**src/rtl/execute_stage_pkg.sv**
```systemverilog
// ============================================================================
// Module : execute_stage_pkg
// Brief  : Shared opcode/select constants, width defaults and FSM state type
//          for the execute stage.
// Rev    : 1.0
// ============================================================================
`default_nettype none

package execute_stage_pkg;

  localparam int XLEN_DEF  = 32;
  localparam int REG_W_DEF = 5;

  localparam logic [2:0] ALU_ADD = 3'b000;
  localparam logic [2:0] ALU_SUB = 3'b001;
  localparam logic [2:0] ALU_AND = 3'b010;
  localparam logic [2:0] ALU_OR  = 3'b011;
  localparam logic [2:0] ALU_XOR = 3'b100;
  localparam logic [2:0] ALU_SLL = 3'b101;
  localparam logic [2:0] ALU_SRL = 3'b110;
  localparam logic [2:0] ALU_SLT = 3'b111;

  localparam logic [1:0] SRC2_REG  = 2'b00;
  localparam logic [1:0] SRC2_IMMI = 2'b01;
  localparam logic [1:0] SRC2_IMMS = 2'b10;
  localparam logic [1:0] SRC2_FOUR = 2'b11;

  typedef enum logic [0:0] {
    ST_RUN  = 1'b0,
    ST_KILL = 1'b1
  } ex_state_e;

endpackage

`default_nettype wire

```
**src/rtl/execute_stage_alu.sv**
```systemverilog
// ============================================================================
// Module : alu
// Brief  : Combinational ALU with a zero flag used for branch resolution.
// Rev    : 1.0
// ============================================================================
`default_nettype none

module alu
  import execute_stage_pkg::*;
#(
  parameter int XLEN = XLEN_DEF
) (
  input  logic [2:0]      op,
  input  logic [XLEN-1:0] a,
  input  logic [XLEN-1:0] b,
  output logic [XLEN-1:0] result,
  output logic            zero
);

  always_comb begin
    result = '0;
    case (op)
      ALU_ADD: result = a + b;
      ALU_SUB: result = a - b;
      ALU_AND: result = a & b;
      ALU_OR:  result = a | b;
      ALU_XOR: result = a ^ b;
      ALU_SLL: result = a << b[4:0];
      ALU_SRL: result = a >> b[4:0];
      ALU_SLT: result = {{(XLEN-1){1'b0}}, ($signed(a) < $signed(b))};
      default: result = '0;
    endcase
  end

  assign zero = (result == '0);

endmodule

`default_nettype wire

```
**src/rtl/execute_stage.sv**
```systemverilog
// ============================================================================
// Module : execute_stage
// Brief  : ID/EX consumer: ALU execute, branch resolve/redirect, wrong-path
//          squash and EX/MEM register. Optional EX_PERF_EN adds counters.
// Rev    : 1.0
// ============================================================================
`default_nettype none

module execute_stage
  import execute_stage_pkg::*;
#(
  parameter int XLEN       = XLEN_DEF,
  parameter int REG_W      = REG_W_DEF,
  parameter int KILL_DEPTH = 2
) (
  input  logic             clk,
  input  logic             rst,
  input  logic             valid_in,
  input  logic [2:0]       ALU_CONTROL,
  input  logic [1:0]       ALU_SRC2,
  input  logic             BRN_COND,
  input  logic             MEM_WE,
  input  logic             DE_WE,
  input  logic             MEM_REG,
  input  logic [XLEN-1:0]  D1,
  input  logic [XLEN-1:0]  D2,
  input  logic [24:0]      Imm,
  input  logic [XLEN-1:0]  PC_EX,
  input  logic             mem_stall,
  output logic             stall_out,
  output logic             br_taken,
  output logic [XLEN-1:0]  br_target,
  output logic [XLEN-1:0]  ALU_RES,
  output logic [XLEN-1:0]  WDATA,
  output logic [REG_W-1:0] RD,
  output logic             MEM_WE_M,
  output logic             DE_WE_M,
  output logic             MEM_REG_M,
  output logic             valid_m
`ifdef EX_PERF_EN
  ,
  output logic [31:0]      perf_exec,
  output logic [31:0]      perf_squash,
  output logic [31:0]      perf_br
`endif
);

  localparam int CNT_W = 3;

  logic [XLEN-1:0]  imm_i, imm_s, imm_b, op2, alu_res;
  logic             alu_zero, accept, squash, taken;
  logic             unused_imm;

  ex_state_e        state_q, state_d;
  logic [CNT_W-1:0] cnt_q, cnt_d;

  logic             br_taken_q, valid_m_q, mem_we_q, de_we_q, mem_reg_q;
  logic [XLEN-1:0]  br_target_q, alu_res_q, wdata_q;
  logic [REG_W-1:0] rd_q;

  assign imm_i = {{(XLEN-12){Imm[24]}}, Imm[24:13]};
  assign imm_s = {{(XLEN-12){Imm[24]}}, Imm[24:18], Imm[4:0]};
  assign imm_b = {{(XLEN-13){Imm[24]}}, Imm[24], Imm[0], Imm[23:18], Imm[4:1], 1'b0};
  assign unused_imm = ^Imm[12:5];

  always_comb begin
    op2 = D2;
    case (ALU_SRC2)
      SRC2_REG:  op2 = D2;
      SRC2_IMMI: op2 = imm_i;
      SRC2_IMMS: op2 = imm_s;
      SRC2_FOUR: op2 = XLEN'(4);
      default:   op2 = D2;
    endcase
  end

  alu #(.XLEN(XLEN)) u_alu (
    .op     (ALU_CONTROL),
    .a      (D1),
    .b      (op2),
    .result (alu_res),
    .zero   (alu_zero)
  );

  assign accept    = valid_in & ~mem_stall;
  assign squash    = (state_q == ST_KILL);
  assign taken     = accept & ~squash & BRN_COND & alu_zero;
  assign stall_out = mem_stall;

  always_comb begin
    state_d = state_q;
    cnt_d   = cnt_q;
    if (accept) begin
      case (state_q)
        ST_RUN: begin
          if (taken) begin
            cnt_d   = CNT_W'(KILL_DEPTH);
            state_d = ST_KILL;
          end
        end
        ST_KILL: begin
          cnt_d = cnt_q - 1'b1;
          if (cnt_q == CNT_W'(1)) state_d = ST_RUN;
        end
        default: state_d = ST_RUN;
      endcase
    end
  end

  always_ff @(posedge clk) begin
    if (!rst) begin
      state_q     <= ST_RUN;
      cnt_q       <= '0;
      br_taken_q  <= 1'b0;
      br_target_q <= '0;
      alu_res_q   <= '0;
      wdata_q     <= '0;
      rd_q        <= '0;
      valid_m_q   <= 1'b0;
      mem_we_q    <= 1'b0;
      de_we_q     <= 1'b0;
      mem_reg_q   <= 1'b0;
    end else begin
      state_q    <= state_d;
      cnt_q      <= cnt_d;
      br_taken_q <= taken;
      if (taken) br_target_q <= PC_EX + imm_b;
      // Data fields load even on squashed bundles; only qualifiers are gated.
      if (accept) begin
        alu_res_q <= alu_res;
        wdata_q   <= D2;
        rd_q      <= Imm[REG_W-1:0];
        valid_m_q <= ~squash;
        mem_we_q  <= MEM_WE & ~squash;
        de_we_q   <= DE_WE & ~squash;
        mem_reg_q <= MEM_REG;
      end else if (!mem_stall) begin
        valid_m_q <= 1'b0;
        mem_we_q  <= 1'b0;
        de_we_q   <= 1'b0;
      end
    end
  end

  assign br_taken  = br_taken_q;
  assign br_target = br_target_q;
  assign ALU_RES   = alu_res_q;
  assign WDATA     = wdata_q;
  assign RD        = rd_q;
  assign MEM_WE_M  = mem_we_q;
  assign DE_WE_M   = de_we_q;
  assign MEM_REG_M = mem_reg_q;
  assign valid_m   = valid_m_q;

`ifdef EX_PERF_EN
  logic [31:0] perf_exec_q, perf_squash_q, perf_br_q;

  always_ff @(posedge clk) begin
    if (!rst) begin
      perf_exec_q   <= '0;
      perf_squash_q <= '0;
      perf_br_q     <= '0;
    end else begin
      if (accept & ~squash) perf_exec_q   <= perf_exec_q + 32'd1;
      if (accept & squash)  perf_squash_q <= perf_squash_q + 32'd1;
      if (taken)            perf_br_q     <= perf_br_q + 32'd1;
    end
  end

  assign perf_exec   = perf_exec_q;
  assign perf_squash = perf_squash_q;
  assign perf_br     = perf_br_q;
`endif

endmodule

`default_nettype wire
```
**config.mk**
```make
export PLATFORM = sky130hd
export DESIGN_NAME = execute_stage
export DESIGN_NICKNAME = d
export VERILOG_FILES = /design/src/rtl/execute_stage_pkg.sv /design/src/rtl/execute_stage_alu.sv /design/src/rtl/execute_stage.sv
export SDC_FILE = /design/constraint.sdc
export NUM_CORES = 1
export LEC_CHECK = 0
export ABC_AREA = 1
export CAP_MARGIN = 20
export CORE_MARGIN = 2
export CORE_UTILIZATION = 62
export DETAILED_ROUTE_END_ITERATION = 6
export HOLD_SLACK_MARGIN = 0.1
export PLACE_DENSITY = 0.95
export REMOVE_ABC_BUFFERS = 1
export SYNTH_ARGS = -nofsm -noshare
export SYNTH_HDL_FRONTEND = slang
export SYNTH_HIERARCHICAL = 1
export SYNTH_SLANG_ARGS = --single-unit
```
**constraint.sdc**
```tcl
create_clock -name clk -period 11.8 [get_ports clk]
set_input_delay 2.95 -clock clk [delete_from_list [all_inputs] [get_ports clk]]
set_output_delay 2.95 -clock clk [all_outputs]
set_load 0.01 [all_outputs]
```
# == Word-level counts from Yosys, hierarchy flattened ==
# Index checks and enable logic that the tools add are counted.
# totals
regBits,110
latch_bits,0
ram_bits,0
mem_bits_ro,0
word_cells,57
n_memories,0
# op_classes
n_addsub,4
multipliers,0
div_mod_pow,0
order_cmp,1
eq_ne,13
shift,2
mux,11
n_bitwise,11
n_reduce_logical,4
# ops
operator,n
case mux 32 bit (8 select lines),1
case mux 32 bit (4 select lines),1
adder 32 bit,2
AND 32 bit,1
logical NOT 32 bit,1
less-than comparator 32 bit,1
bitwise OR 32 bit,1
left shift 32 x 5 -> 32 bit,1
right shift 32 x 5 -> 32 bit,1
subtractor 32 bit,1
bitwise XOR 32 bit,1
"equality test 3 bit, second input constant",4
AND 1 bit,6
"equality test 3 x 1 -> 1 bit, second input constant",2
"equality test 3 x 2 -> 1 bit, second input constant",2
two-way mux 1 bit,6
case mux 3 bit (2 select lines),1
"equality test 2 bit, second input constant",2
logical NOT 3 bit,1
two-way mux 3 bit,1
"subtractor 3 x 1 -> 3 bit, second input constant",1
"equality test 2 x 1 -> 1 bit, second input constant",1
logical NOT 2 bit,1
"inequality test 2 x 1 -> 1 bit, second input constant",1
other kinds (4),5

# == Longest topological paths before layout ==
# depth
word_depth,8
ltp_mapped,34
mapped_depth_nobuf,31

# == Cells and area by module ==
# Netlist, hierarchy kept.
# modules_own_cells
module,instances,cells_per_inst,area_each_um2,seq_area_each_um2
alu,1,2075,10104.7,0.0
execute_stage,1,1023,6388.6,2202.1

# == Worst setup path before layout ==
# Ideal clock, no wire load.
# synth_path
path_kind,input to register
from,input ALU_SRC2[1]
to,"register br_target_q[4], in the netlist br_target[4]"
setup_time_ps,117
arrival_time_ps,6406
required_ps,11683
setup_slack_ps,5277
stages,31
cell_sequence,nor2_1 > clkbuf_1 > nand2_1 > nand3_1 > inv_1 > buf_2 > clkbuf_1 > ha_1 > buf_4 > nor2_1 > nand2_1 > nand2_1 > nand2_1 > nand2_1 > nand2_1 > nand2_1 > nand2_1 > nand2_1 > nand2_1 > nand3_1 > nand2_1 > nand2_1 > nand3_1 > nor2_1 > nand2_1 > nor2_1 > nand2_1 > nor2_4 > nor2_4 > buf_6 > a32o_1
# synth_via
elab_chain_cells,6
word_cells_on_any_way,16
cone_classes,add/sub (2); order compare (1); eq/ne (3); shift (2); mux (2); bitwise (4); reduce/logical (2)
# synth_lines
item,line,rtl
start: declaration,execute_stage.sv:20,"input logic [1:0] ALU_SRC2,"
equality test 2 bit (tied with other cells),execute_stage.sv:68,case (ALU_SRC2)
case mux 32 bit (4 select lines) (*),execute_stage.sv:68,
via op2[3],execute_stage.sv:50,"logic [XLEN-1:0] imm_i, imm_s, imm_b, op2, alu_res;"
subtractor 32 bit (tied with other cells),execute_stage_alu.sv:24,ALU_SUB: result = a - b;
case mux 32 bit (8 select lines) (*),execute_stage_alu.sv:22,case (op)
logical NOT 32 bit (*),execute_stage_alu.sv:35,assign zero = (result == '0);
via alu_zero,execute_stage.sv:51,"logic alu_zero, accept, squash, taken;"
AND 1 bit (*),execute_stage.sv:87,assign taken = accept & ~squash & BRN_COND & alu_zero;
end signal: assignment,execute_stage.sv:127,if (taken) br_target_q <= PC_EX + imm_b;
end: declaration,execute_stage.sv:58,"logic [XLEN-1:0] br_target_q, alu_res_q, wdata_q;"
# Mark *: on every way through the listed nets, which the timed path passes. The rest lies on a longest branch.
# A chain may end at the register's enable or synchronous reset.

# == Worst setup path after layout ==
# layout_path
from,input ALU_SRC2[0]
to,"register br_target_q[24], in the netlist br_target[24]"
# layout_via
elab_chain_cells,6
word_cells_on_any_way,16
cone_classes,add/sub (2); order compare (1); eq/ne (3); shift (2); mux (2); bitwise (4); reduce/logical (2)
# layout_lines
item,line
equality test 2 bit (tied with other cells),execute_stage.sv:68
case mux 32 bit (4 select lines) (*),execute_stage.sv:68
via op2[27],execute_stage.sv:50
subtractor 32 bit (tied with other cells),execute_stage_alu.sv:24
case mux 32 bit (8 select lines) (*),execute_stage_alu.sv:22
logical NOT 32 bit (*),execute_stage_alu.sv:35
via alu_zero,execute_stage.sv:51
AND 1 bit (*),execute_stage.sv:87
# Marks and branches as above.

==> summary.txt <==
Placement
  – Routability cong.: 1.15
  – IO Port Bufs: 232
  – Post-DP Area: 0.0187 sq mm
  – Hpwl dp: 53.3 mm

Timing
  – Setup TNS: 0 ps
  – Actual slew at the worst max-slew pin: 1120 ps
  – Final setup fails: 0
  – Fin crit period: roughly 8800 ps
  – Worst Clk Skew: 9.54 ps
  – WHS: 460 ps
  – Max Fclk: 114 MHz
  – Tcrit/Tclk final: 74.6%
  – Final Hold Vio Count: 0
  – RSZ-0062 raised after global routing: no
  – Slew Limit Headroom: 25.1%
  – Pins over their slew limit: 0

Critical path
  – Flop-to-flop setup slack: between 10000 and 15000 ps
  – Crit path kind: in -> reg
  – Worst R2R Path Depth: 6
  – CP max-delay cell: nand3_1
  – Crit-path max cell delay: 800 ps
  – CP dominant cell by count: nand2_1
  – Critical path arrival: about 9100 ps
  – Largest fanout on the critical path: 34
  – Critical Path End: br_target[24]
  – Crit path launch type: input pin
  – Worst reg2reg endpoint: br_target[5]
  – Setup crit start: ALU_SRC2[0]
  – RR Startpoint: squash
  – Required time worst endpoint: 12130 ps
  – Setup crit end kind: register

Die
  – Total core area: 0.0261 sq mm
  – # IOs: around 240
  – Row Count: 59
  – Die height: 167 um
  – Die ar.: 0.0279 sq mm
  – Die X: 167 um
  – Initial Utilization: 63.3%

Detailed routing
  – DRT antenna net count: 0
  – Drt total wl: slightly below 70 mm
  – DR iter-0 viols: approximately 3.6k
  – Avg Vias per Cell: between 6 and 7
  – Routed vias: 21.7k
  – TritonRoute pass-1 iters: 7
  – DRC Markers: 19
  – Wire length per cell: 19.2 um

Logic synthesis
  – FF+latch count, synth: 110
  – Synth area leader: nand2_1
  – Post-synth top flop: dfxtp_1
  – Yosys cell types: 50
  – Post-synth EDFFs: 0
  – Async set or reset register ratio after synthesis: 0%
  – Cell area after synthesis: between 0.015 and 0.02 sq mm
  – Total of warnings raised by yosys: 6
  – Post-Syn Instances: approximately 3.1k
  – Mapped Avg Cell Area: 5.32 sq um
  – Largest cells by area after synthesis: nand2_1 (22%), nand3_1 (14%), dfxtp_1 (13%), inv_1 (9.9%), ha_1 (9.8%)
  – Top cell type's share of synthesized area: ~22%
  – Register area share after synthesis: a little over an eighth

Clock tree
  – Setup Fix Bufs, Post-CTS: 0
  – Clock latency on the worst-skew pair: around 370 ps
  – Number of hold buffers added after CTS: 0
  – TritonCTS clock tree: built
  – CTS sink count: 110
  – Post_cts resized: 0
  – Max H-tree Level: 3
  – Clock root cell: clkbuf_16
  – TritonCTS Buffers: 9
  – Clock-pin slew on the worst setup and hold paths: 90 ps
  – Max clock buf depth: 2

Flow run
  – Max_cap viols: 0

Power
  – Combinational power share: roughly 56%
  – Clock group share of total power: between 20% and 30%
  – Final Power: 1.67 mW
  – Pwr dens: 88.1 mW/mm^2
  – Cell leakage power: 10.2 nW
  – Peak supply drop: 64.9 uV
  – P_int: 836 uW
  – Sequential power share: 23.8%
  – Sw Share: between 40% and 50%
  – Switching Power: 835 uW

Global route
  – Number of global-route vias before repair: 20.0k
  – Tot GR Track Use: a little under half
  – First-pass GRT wire length: 106 mm
  – Maximum number of pins on one net before global-route repair: 77
  – Initial antenna violation count: 0
  – Overflow after GRT: 0

Cells and area
  – Most frequent cells in the layout: nand2_1 (970), nand3_1 (468), inv_1 (433), nor2_1 (380), clkdlybuf4s50_1 (231)
  – Final design utilization: 72.8%
  – N_diodes: 0
  – Area Growth Syn to Fin: 15.1%
  – Nets@finish: 3492
  – Fin area: 0.0190 sq mm
  – Share of layout cells above drive strength 1: approximately 4.0%
  – Commonest non-fill, non-tap cell in the layout: nand2_1
  – Filler cell count: 2336

Outcome
  – Status: complete, but fails checks
  – Failing checks: DRC

Hold path
  – Worst min path class: reg -> reg
==> power by group through the flow <==
stage / clock network [mW] / logic (mW) / registers [mW]
6_report: 0.338 / 0.936 / 0.397
5_1_grt: 0.348 / 1.01 / 0.399
4_1_cts: 0.333 / 0.892 / 0.397
3_5_place_dp: 0 / 0.887 / 0.405
3_3_place_gp: 0 / 0.867 / 0.404
2_1_floorplan: 0 / 0.568 / 0.412
==> critical path, delay by kind of cell <==
kind | cells | cell delay [ps]
simple gates | 19 | 3290
buf+inv | 6 | 1730
compound gates | 2 | 600
fa+ha+maj | 1 | 520
==> sequential cells by signal, indices dropped and copies added, names as in the netlist <==
| name | count |
|---|---|
| ALU_RES | 32 |
| DE_WE_M | 1 |
| MEM_REG_M | 1 |
| MEM_WE_M | 1 |
| RD | 5 |
| WDATA | 32 |
| br_taken | 1 |
| br_target | 32 |
| cnt_q | 3 |
| squash | 1 |
| valid_m | 1 |
==> worst min-delay path by stage <==
stage,start,endpoint,slack [ps],cells after the start
2_1_floorplan,cnt_q[2],cnt_q[2],440,2
3_3_place_gp,br_target[15],br_target[15],440,2
3_5_place_dp,br_target[16],br_target[16],440,2
4_1_cts,br_target[16],br_target[16],460,2
5_1_grt,br_target[16],br_target[16],480,2
6_report,br_target[29],br_target[29],460,2
==> per-stage QoR <==
step                setup slack [ps]  instances
finish                          3000       3566
global route                    2910       3566
floorplan                      -54.9       2968
detailed placement              2990       3550
global placement                3100       3549
CTS                             3360       3566
==> synth_stat cells, types with 20 or more instances <==
| cell type | count |
|---|---|
| ha_1 | 129 |
| nand2_2 | 29 |
| nand2_1 | 970 |
| nand4_1 | 41 |
| clkbuf_1 | 42 |
| buf_2 | 55 |
| and2_1 | 20 |
| nand3_1 | 469 |
| o21ai_0 | 106 |
| nor2_1 | 381 |
| o22ai_1 | 26 |
| nor3_1 | 27 |
| dfxtp_1 | 110 |
| a21oi_1 | 88 |
| inv_1 | 434 |
==> cell type report <==
| class | count | area, sq um | area share (%) |
|---|---|---|---|
| clock inverters | 7 | 75.1 | 0.395 |
| well taps | 335 | 419 | 2.21 |
| repair buffers | 247 | 2450 | 12.9 |
| flip-flops and latches | 110 | 2200 | 11.6 |
| clock buffers | 9 | 225 | 1.19 |
| inverters | 446 | 1680 | 8.84 |
| multi-input cells | 2412 | 11900 | 62.9 |
==> routing by layer <==
| metal | GRT usage [%] | vias to the layer above | wire length, um |
|---|---|---|---|
| li1 | - | 10077 | - |
| met3 | 12.7 | 396 | 9670 |
| met1 | 57.2 | 9512 | 24500 |
| met4 | 33.7 | 0 | 5730 |
| met2 | 73.1 | 1740 | 28400 |
| met5 | 0 | - | 0 |
==> cells by family after synthesis <==
group	after synthesis	share of synthesized area, %
DFF	110	13.4
and+or+nand+nor	1987	51.7
AOI/OAI and AO/OA	284	9.88
adders and majority gates	132	10.2
xor gates and xnor gates	9	0.478
buffers and inverters	576	14.4
Note: power is estimated with default switching activity, not from simulation.
